[src/rtl/bcd_conv_arbiter_pkg.sv]
// Shared constants and FSM encoding for the arbitrated binary-to-BCD converter.
package bcd_conv_arbiter_pkg;

  localparam int unsigned NUM_REQ     = 4;
  localparam int unsigned OPER_W      = 14;
  localparam int unsigned BCD_W       = 16;
  localparam int unsigned BCD_MAX     = 9999;
  localparam int unsigned WDOG_CYC    = 31;
  localparam int unsigned RSP_LATENCY = 17;

  typedef enum logic [1:0] {
    ST_IDLE   = 2'd0,
    ST_LAUNCH = 2'd1,
    ST_WAIT   = 2'd2,
    ST_RESP   = 2'd3
  } state_t;

endpackage

[src/rtl/binary_to_BCD.sv]
// Sequential double-dabble converter: one bit per cycle after start, done_tick
// pulses 15 cycles after the start cycle with the 4-digit result on bcd_o.
module binary_to_BCD
  import bcd_conv_arbiter_pkg::*;
#(
  parameter int unsigned BIN_W = OPER_W
) (
  input  logic             clk,
  input  logic             reset,
  input  logic             start_i,
  input  logic [BIN_W-1:0] bin_i,
  output logic             done_tick_o,
  output logic [BCD_W-1:0] bcd_o
);

  localparam int unsigned CNT_W = $clog2(BIN_W + 1);
  localparam int unsigned SH_W  = BCD_W + BIN_W;

  logic [BIN_W-1:0] bin_q;
  logic [BCD_W-1:0] bcd_q;
  logic [BCD_W-1:0] adj;
  logic [CNT_W-1:0] cnt_q;
  logic             run_q;
  logic             done_q;

  // Add-3 correction on every digit that would overflow after the shift.
  always_comb begin
    adj = bcd_q;
    for (int d = 0; d < 4; d++) begin
      if (bcd_q[4*d +: 4] >= 4'd5) adj[4*d +: 4] = bcd_q[4*d +: 4] + 4'd3;
    end
  end

  always_ff @(posedge clk or posedge reset) begin
    if (reset) begin
      bin_q  <= '0;
      bcd_q  <= '0;
      cnt_q  <= '0;
      run_q  <= 1'b0;
      done_q <= 1'b0;
    end else begin
      done_q <= 1'b0;
      if (start_i) begin
        bin_q <= bin_i;
        bcd_q <= '0;
        cnt_q <= CNT_W'(BIN_W);
        run_q <= 1'b1;
      end else if (run_q) begin
        {bcd_q, bin_q} <= SH_W'({adj, bin_q, 1'b0});
        cnt_q          <= cnt_q - 1'b1;
        if (cnt_q == CNT_W'(1)) begin
          run_q  <= 1'b0;
          done_q <= 1'b1;
        end
      end
    end
  end

  assign done_tick_o = done_q;
  assign bcd_o       = bcd_q;

endmodule

[src/rtl/bcd_conv_arbiter.sv]
// Round-robin arbiter sharing one binary-to-BCD converter among requesters,
// with operand clamping, a completion watchdog and a one-cycle response strobe.
module bcd_conv_arbiter
  import bcd_conv_arbiter_pkg::*;
#(
  parameter int unsigned N_REQ = NUM_REQ,
  parameter int unsigned BIN_W = OPER_W,
  parameter int unsigned WDOG  = WDOG_CYC
) (
  input  logic                     clk,
  input  logic                     reset,
  input  logic [N_REQ-1:0]         req,
  input  logic [N_REQ*BIN_W-1:0]   req_bin,
  output logic [N_REQ-1:0]         gnt,
  output logic                     rsp_valid,
  output logic [$clog2(N_REQ)-1:0] rsp_id,
  output logic [BCD_W-1:0]         rsp_bcd,
  output logic                     rsp_ovf,
  output logic                     rsp_err,
  output logic                     busy
);

  localparam int unsigned ID_W = $clog2(N_REQ);
  localparam int unsigned WD_W = $clog2(WDOG + 1);

  state_t           state_q;
  logic [ID_W-1:0]  last_k_q;
  logic [ID_W-1:0]  id_q;
  logic [BIN_W-1:0] oper_q;
  logic             ovf_q;
  logic [WD_W-1:0]  wd_q;
  logic             busy_q;

  logic             rsp_valid_q;
  logic [ID_W-1:0]  rsp_id_q;
  logic [BCD_W-1:0] rsp_bcd_q;
  logic             rsp_ovf_q;
  logic             rsp_err_q;

  logic             win_vld;
  logic [ID_W-1:0]  win_k;
  logic [ID_W-1:0]  cand;
  logic [BIN_W-1:0] sel_bin;
  logic             conv_start_c;
  logic             conv_done;
  logic [BCD_W-1:0] conv_bcd;

  // Highest priority goes to the requester just after the last winner.
  always_comb begin
    win_vld = 1'b0;
    win_k   = '0;
    cand    = '0;
    for (int i = N_REQ; i >= 1; i--) begin
      cand = last_k_q + ID_W'(i);
      if (req[cand]) begin
        win_vld = 1'b1;
        win_k   = cand;
      end
    end
  end

  assign sel_bin      = req_bin[int'(win_k)*BIN_W +: BIN_W];
  assign gnt          = (state_q == ST_IDLE && win_vld && !reset) ? (N_REQ'(1'b1) << win_k) : '0;
  assign conv_start_c = (state_q == ST_LAUNCH);

  always_ff @(posedge clk or posedge reset) begin
    if (reset) begin
      state_q     <= ST_IDLE;
      last_k_q    <= ID_W'(N_REQ - 1);
      id_q        <= '0;
      oper_q      <= '0;
      ovf_q       <= 1'b0;
      wd_q        <= '0;
      busy_q      <= 1'b0;
      rsp_valid_q <= 1'b0;
      rsp_id_q    <= '0;
      rsp_bcd_q   <= '0;
      rsp_ovf_q   <= 1'b0;
      rsp_err_q   <= 1'b0;
    end else begin
      rsp_valid_q <= 1'b0;
      case (state_q)
        ST_IDLE: begin
          if (win_vld) begin
            last_k_q <= win_k;
            id_q     <= win_k;
            busy_q   <= 1'b1;
            state_q  <= ST_LAUNCH;
            if (sel_bin > BIN_W'(BCD_MAX)) begin
              oper_q <= BIN_W'(BCD_MAX);
              ovf_q  <= 1'b1;
            end else begin
              oper_q <= sel_bin;
              ovf_q  <= 1'b0;
            end
          end
        end
        ST_LAUNCH: begin
          wd_q    <= '0;
          state_q <= ST_WAIT;
        end
        ST_WAIT: begin
          if (conv_done) begin
            rsp_valid_q <= 1'b1;
            rsp_id_q    <= id_q;
            rsp_bcd_q   <= conv_bcd;
            rsp_ovf_q   <= ovf_q;
            rsp_err_q   <= 1'b0;
            state_q     <= ST_RESP;
          end else if (wd_q == WD_W'(WDOG)) begin
            rsp_valid_q <= 1'b1;
            rsp_id_q    <= id_q;
            rsp_bcd_q   <= '0;
            rsp_ovf_q   <= ovf_q;
            rsp_err_q   <= 1'b1;
            state_q     <= ST_RESP;
          end else begin
            wd_q <= wd_q + 1'b1;
          end
        end
        ST_RESP: begin
          busy_q  <= 1'b0;
          state_q <= ST_IDLE;
        end
        default: state_q <= ST_IDLE;
      endcase
    end
  end

  binary_to_BCD #(.BIN_W(BIN_W)) u_conv (
    .clk         (clk),
    .reset       (reset),
    .start_i     (conv_start_c),
    .bin_i       (oper_q),
    .done_tick_o (conv_done),
    .bcd_o       (conv_bcd)
  );

  assign rsp_valid = rsp_valid_q;
  assign rsp_id    = rsp_id_q;
  assign rsp_bcd   = rsp_bcd_q;
  assign rsp_ovf   = rsp_ovf_q;
  assign rsp_err   = rsp_err_q;
  assign busy      = busy_q;

endmodule

[config.mk]
export PLATFORM = sky130hd
export DESIGN_NAME = bcd_conv_arbiter
export DESIGN_NICKNAME = d
export VERILOG_FILES = /design/src/rtl/bcd_conv_arbiter_pkg.sv /design/src/rtl/binary_to_BCD.sv /design/src/rtl/bcd_conv_arbiter.sv
export SDC_FILE = /design/constraint.sdc
export NUM_CORES = 1
export LEC_CHECK = 0
export BUFFER_PORTS_ARGS = -buffer_cell sky130_fd_sc_hd__buf_2
export CAP_MARGIN = 5
export CORE_MARGIN = 2
export CORE_UTILIZATION = 62
export CTS_BUF_LIST = sky130_fd_sc_hd__clkbuf_4 sky130_fd_sc_hd__clkbuf_8
export DETAILED_ROUTE_END_ITERATION = 16
export GPL_TIMING_DRIVEN = 0
export PLACE_DENSITY = 0.92
export SETUP_SLACK_MARGIN = 0.05
export SYNTH_ARGS = -nofsm -noshare
export SYNTH_HDL_FRONTEND = slang
export SYNTH_SLANG_ARGS = --single-unit
[constraint.sdc]
create_clock -name clk -period 4.5 [get_ports clk]
set_clock_uncertainty 0.15 [all_clocks]
set_input_delay 0.45 -clock clk [delete_from_list [all_inputs] [get_ports clk]]
set_output_delay 0.45 -clock clk [all_outputs]
set_load 0.1 [all_outputs]
# Word level (Yosys, flattened, before mapping)
# Cells that the tools add are included.
# Widths: inputs -> output; s select.
dict set report word_totals {
  input_bits 62
  reg_bits 84
  word_cells 115
}
dict set report classes {
  n_reduce_logical 13
  eq_ne 9
  shifts 2
  n_lt_le_gt_ge 9
  n_addsub 9
  n_mul 1
  mux 55
}
# operator count
set ops {}
lappend ops {{$mux 16} 4}
lappend ops {{$shiftx 56x7->14} 1}
lappend ops {{$mux 14} 3}
lappend ops {{$mux 4} 6}
lappend ops {{$mux 1} 23}
lappend ops {{$mux 2} 9}
lappend ops {{$ge 4x3->1 const B} 4}
lappend ops {{$gt 14x14->1 const B} 1}
lappend ops {{$add 4x2->4 const B} 3}
lappend ops {{$lt 2x3->1 const B} 4}
lappend ops {{$mux 5} 2}
lappend ops {{$pmux 5 s2} 1}
lappend ops {{$bmux 1 s2} 4}
lappend ops {{$pmux 2 s4} 1}
lappend ops {{$reduce_and 2->1} 4}
lappend ops {{$reduce_bool 2->1} 4}
lappend ops {{$ne 2x2->1 const B} 3}
lappend ops {{$add 5x1->5 const B} 1}
lappend ops {{$eq 5x5->1 const B} 1}
lappend ops {{$mul 2x3->5 const B} 1}
lappend ops {{$add 2x2->2 const B} 2}
lappend ops {{$eq 2x2->1 const B} 2}
lappend ops {{$eq 4x1->1 const B} 1}
lappend ops {{$shl 1x2->4 const A} 1}
lappend ops {{other kinds (11)} 12}

# Longest topological paths before layout
dict set report logic_depth {
  word_depth 10
  depth_mapped 9
  depth_no_buf 8
}

# Modules after synthesis
# From an unflattened synthesis, not the netlist that was laid out.
dict set report unflattened {
  cells_unflattened 433
  hier_area_um2 4525.6
}
# module cells_per_inst instances area_each_um2
set modules_own_cells {}
lappend modules_own_cells {bcd_conv_arbiter 238 1 2610.0}
lappend modules_own_cells {binary_to_BCD 195 1 1915.6}

# Worst setup path before layout
# OpenSTA, ideal clock, no wires.
dict set report synth_timing {
  kind {register to output}
  startpoint {register last_k_q[1]}
  endpoint {output port gnt[1]}
  required_ns 3.900
  path_stages_with_launch 8
  arrival_ns 4.428
  path_slack_ns -0.528
  path_cell_list {dfstp_2 -> mux2i_1 -> or2_4 -> o211a_1 -> buf_6 -> clkbuf_1 -> clkbuf_1 -> nor4_1}
}
dict set report synth_between {
  elab_chain_cells 9
  elab_cells_between_ends 23
  classes_between {3 x add/sub; 1 x shift; 17 x mux; 2 x reduce/logical}
}
# element line_no
set synth_rtl {}
lappend synth_rtl {{start, declared} bcd_conv_arbiter.sv:27} ;# logic [ID_W-1:0] last_k_q;
lappend synth_rtl {{start signal, assigned} bcd_conv_arbiter.sv:69} ;# last_k_q <= ID_W'(N_REQ - 1);
lappend synth_rtl {{start signal, assigned} bcd_conv_arbiter.sv:85} ;# last_k_q <= win_k;
lappend synth_rtl {{$add 2x2->2 / $bmux 1 s2 (equally long branches)} {bcd_conv_arbiter.sv:54, bcd_conv_arbiter.sv:55}}
lappend synth_rtl {{$bmux 1 s2 / $mux 1 (equally long branches)} bcd_conv_arbiter.sv:55} ;# if (req[cand]) begin
lappend synth_rtl {{$mux 1 (not written as such)} bcd_conv_arbiter.sv:55}
lappend synth_rtl {{$mux 1 (3 in a row)} bcd_conv_arbiter.sv:55}
lappend synth_rtl {{$logic_and 1x1->1 (2 in a row)} bcd_conv_arbiter.sv:63} ;# assign gnt = (state_q == ST_IDLE && win_vld && !reset) ? (N_REQ'(1'b1) << win_k) : '0;
lappend synth_rtl {{$mux 4 (*)} bcd_conv_arbiter.sv:63}
lappend synth_rtl {{end, declared} bcd_conv_arbiter.sv:14} ;# output logic [N_REQ-1:0] gnt,
# Every way passes the cells marked *; elsewhere a longest branch is shown, timed or not. The select of a mux whose other input is x is not followed.

# Final worst setup path
dict set report layout_timing {
  startpoint {register last_k_q[1]}
  endpoint {output port gnt[2]}
}
# Same word-level chain as after synthesis.

==> impl_metrics.env <==
export IMPL_status="completed"
export IMPL_slowest_stage="dfstp_2"
export IMPL_viasPerCell=5.84
export IMPL_initial_core_util=0.647
export IMPL_clk_latency_ns=0.36
export IMPL_peakVddDrop_v=0.000397
export IMPL_synth_flop_cell="dfrtp_1"
export IMPL_dp_slack_ns=1.15
export IMPL_grt_pass1_wl_um=16600
export IMPL_cts_hold_buf=0
export IMPL_worst_hold_slack_ns=0.0116
export IMPL_synthArstFlopShare=1.00
export IMPL_power_switching_w=0.00135
export IMPL_clockPowerShare=0.155
export IMPL_ys_seq_area_frac=0.476
export IMPL_cts_max_level=3
export IMPL_drive_gt1_frac=0.223
export IMPL_post_synth_cell_area_avg_um2=10.0
export IMPL_required_ns=3.90
export IMPL_synth_top_area_share=0.464
export IMPL_fin_crit_sh=0.830
export IMPL_die_h_um=88.4
export IMPL_r2r_slack_ns=1.38
export IMPL_start_kind="register"
export IMPL_nets=618
export IMPL_startpoint="last_k_q[1]"
export IMPL_cp_arrival_ns=3.14
export IMPL_ys_ff_latch=84
export IMPL_wire_per_inst_um=15.7
export IMPL_path_clk_slew_ns=0.07
export IMPL_rsz0062_at_grt="no"
export IMPL_clkSinkCount=84
export IMPL_rr_startpoint="last_k_q[1]"
export IMPL_die_area_um2=7820
export IMPL_syn_num_nets=519
export IMPL_synth_cell_area_um2=4420
export IMPL_clockRootBuffer="clkbuf_8"
export IMPL_hp_class="in2async"
export IMPL_numCtsBuffers=9
export IMPL_worst_pin_slew_ns=0.789
export IMPL_cp_max_fo=10
export IMPL_port_buffers=87
export IMPL_io_pins=88
export IMPL_worst_slack_ns=0.764
export IMPL_hold_viol_final=0
export IMPL_ctsLongestPathBuffers=2
export IMPL_slowest_delay_ns=0.60
export IMPL_drt_pass1_iter_count=5
export IMPL_leakagePower_nw=2.65
export IMPL_cts_resized=0
export IMPL_yosysTopAreaCell="dfrtp_1"
export IMPL_p_total_w=0.00312
export IMPL_detail_route_iter0_violations=157
export IMPL_power_internal_w=0.00177
export IMPL_slew_violations=0
export IMPL_vias=3729
export IMPL_drc=0
export IMPL_worst_path_buf_inv=4
export IMPL_die_w_um=88.4
export IMPL_antenna_found_initial=0
export IMPL_hpwl_um=7580
export IMPL_p_seq_frac=0.383
export IMPL_rows=30
export IMPL_fin_cells=638
export IMPL_worst_path_stages=8
export IMPL_gp_congestion=0.835
export IMPL_syn_instance_count=440
export IMPL_r2r_cells=9
export IMPL_antenna_cells=0
export IMPL_power_density_nw_per_um2=603
export IMPL_placedCellCount=624
export IMPL_cts_tree="done"
export IMPL_grt_max_degree=46
export IMPL_cp_end_kind="output port"
export IMPL_maxCapViolations=0
export IMPL_switching_share=0.433
export IMPL_cp_common_cell="buf_2"
export IMPL_yosys_top_cells_area="dfrtp_1 46%, mux2i_1 9.3%, ha_1 4.8%, a22o_1 4.4%, nand2_1 4.3%"
export IMPL_critPathCapture="gnt[2]"
export IMPL_combinationalPowerShare=0.463
export IMPL_slew_headroom=0.469
export IMPL_cts_setup_buffers=0
export IMPL_path_class="reg2out"
export IMPL_path_delay_family="buffers and inverters"
export IMPL_grtUsageTotal=0.274
export IMPL_fin_tns_setup_ns=0
export IMPL_yosysWarnings=0
export IMPL_syn2layout_area_growth_pct=17.2
export IMPL_grt_pass1_vias=3652
export IMPL_routed_wl_um=10000
export IMPL_post_route_min_period_ns=3.74
export IMPL_reg2reg_to="oper_q[3]"
export IMPL_drtAntennaViolNets=0
export IMPL_max_clock_freq_mhz=268
export IMPL_grt_overflow_total=0
export IMPL_synth_edf_count=0
export IMPL_path_cells="nand3b_1 -> a31oi_4 -> buf_4 -> buf_2 -> clkbuf_1 -> nand3_1 -> nor2_1 -> buf_2"
export IMPL_setup_viol=0
export IMPL_coreArea_um2=6830
export IMPL_synth_cell_types=45
[power groups by stage]
stage	Combinational, W	Sequential, W	Clock [W]
3_3_place_gp	0.00135	0.00119	0
6_report	0.00145	0.00120	0.000483
3_5_place_dp	0.00144	0.00120	0
5_1_grt	0.00160	0.00122	0.000522
2_1_floorplan	0.00104	0.00124	0
4_1_cts	0.00144	0.00119	0.000484
[cell families (layout without fill, tap and decap cells)]
kind of cell             count (synthesis)  after routing  share of synthesized area
AND/OR/NAND/NOR                        131            131                      0.138
AO/OA/AOI/OAI                          116            116                      0.184
multiplexers                            44             44                      0.100
flip-flops                              84             84                      0.476
adder cells (fa/ha/maj)                 17             17                     0.0481
buffers and inverters                   40            142                     0.0368
XOR/XNOR                                 8              8                     0.0159
[final cells by class]
cell class,count,area [um2]
Tap cell,96,120
Inverter,16,62.6
Timing Repair Buffer,88,455
Fill cell,479,1650
Clock buffer,11,145
Sequential cell,84,2100
Multi-Input combinational cell,316,2170
Buffer,24,103
Clock inverter,3,23.8
[per-stage QoR]
step,util,area [um2]
CTS,0.758,5180
global route,0.758,5180
detailed placement,0.734,5010
finish,0.758,5180
global placement,0.730,4990
floorplan,-,4430
[sequential cells by signal, indices dropped and copies added, names as in the netlist]
name	cells
ovf_q	1
rsp_bcd	16
rsp_id	2
state_q	2
u_conv.bin_q	14
rsp_err	1
last_k_q	2
u_conv.bcd_o	16
u_conv.cnt_q	4
wd_q	5
busy	1
rsp_valid	1
u_conv.done_tick_o	1
oper_q	14
id_q	2
u_conv.run_q	1
rsp_ovf	1
[layout by cell type (no fill, tap or decap), drive strengths merged, types with 3 or more instances in the layout]
master / Yosys / final
inv: 16 / 17
nor4: 5 / 5
a31oi: 8 / 8
nand2: 51 / 51
clkbuf: 21 / 32
nand3: 9 / 9
mux2i: 41 / 41
dfrtp: 82 / 82
a211oi: 9 / 9
a22o: 23 / 23
buf: 3 / 91
nor2: 31 / 31
and2: 8 / 8
a21o: 6 / 6
o211ai: 4 / 4
o22a: 3 / 3
nor2b: 3 / 3
nand2b: 11 / 11
a21oi: 22 / 22
o32a: 4 / 4
ha: 17 / 17
nor3: 5 / 5
o21ai: 32 / 32
mux2: 3 / 3
xnor2: 6 / 6
[synth_stat cells (8+ instances only)]
cell type / n
a211oi_1: 9
nand3_1: 9
o21ai_0: 32
and2_1: 8
mux2i_1: 41
dfrtp_1: 82
ha_1: 17
inv_1: 16
a22o_1: 22
clkbuf_1: 21
nand2_1: 51
a21oi_1: 21
nand2b_1: 11
nor2_1: 30
[worst min path at each step]
stage | startpoint | endpoint | slack (ns)
finish | reset | oper_q[11] | 0.01
global route | reset | oper_q[6] | 0.06
CTS | reset | rsp_bcd[13] | 0.02
detailed placement | oper_q[1] | u_conv.bin_q[1] | 0.33
global placement | id_q[1] | id_q[1] | 0.30
floorplan | id_q[1] | id_q[1] | 0.30
[per-layer routing]
layer	GRT usage	up-vias	wire, um
li1	-	1755	-
met5	0	-	0
met1	0.327	1795	4050
met3	0.0429	32	471
met2	0.483	147	5160
met4	0.131	0	318
No activity file was read; power rests on OpenSTA's default activity.
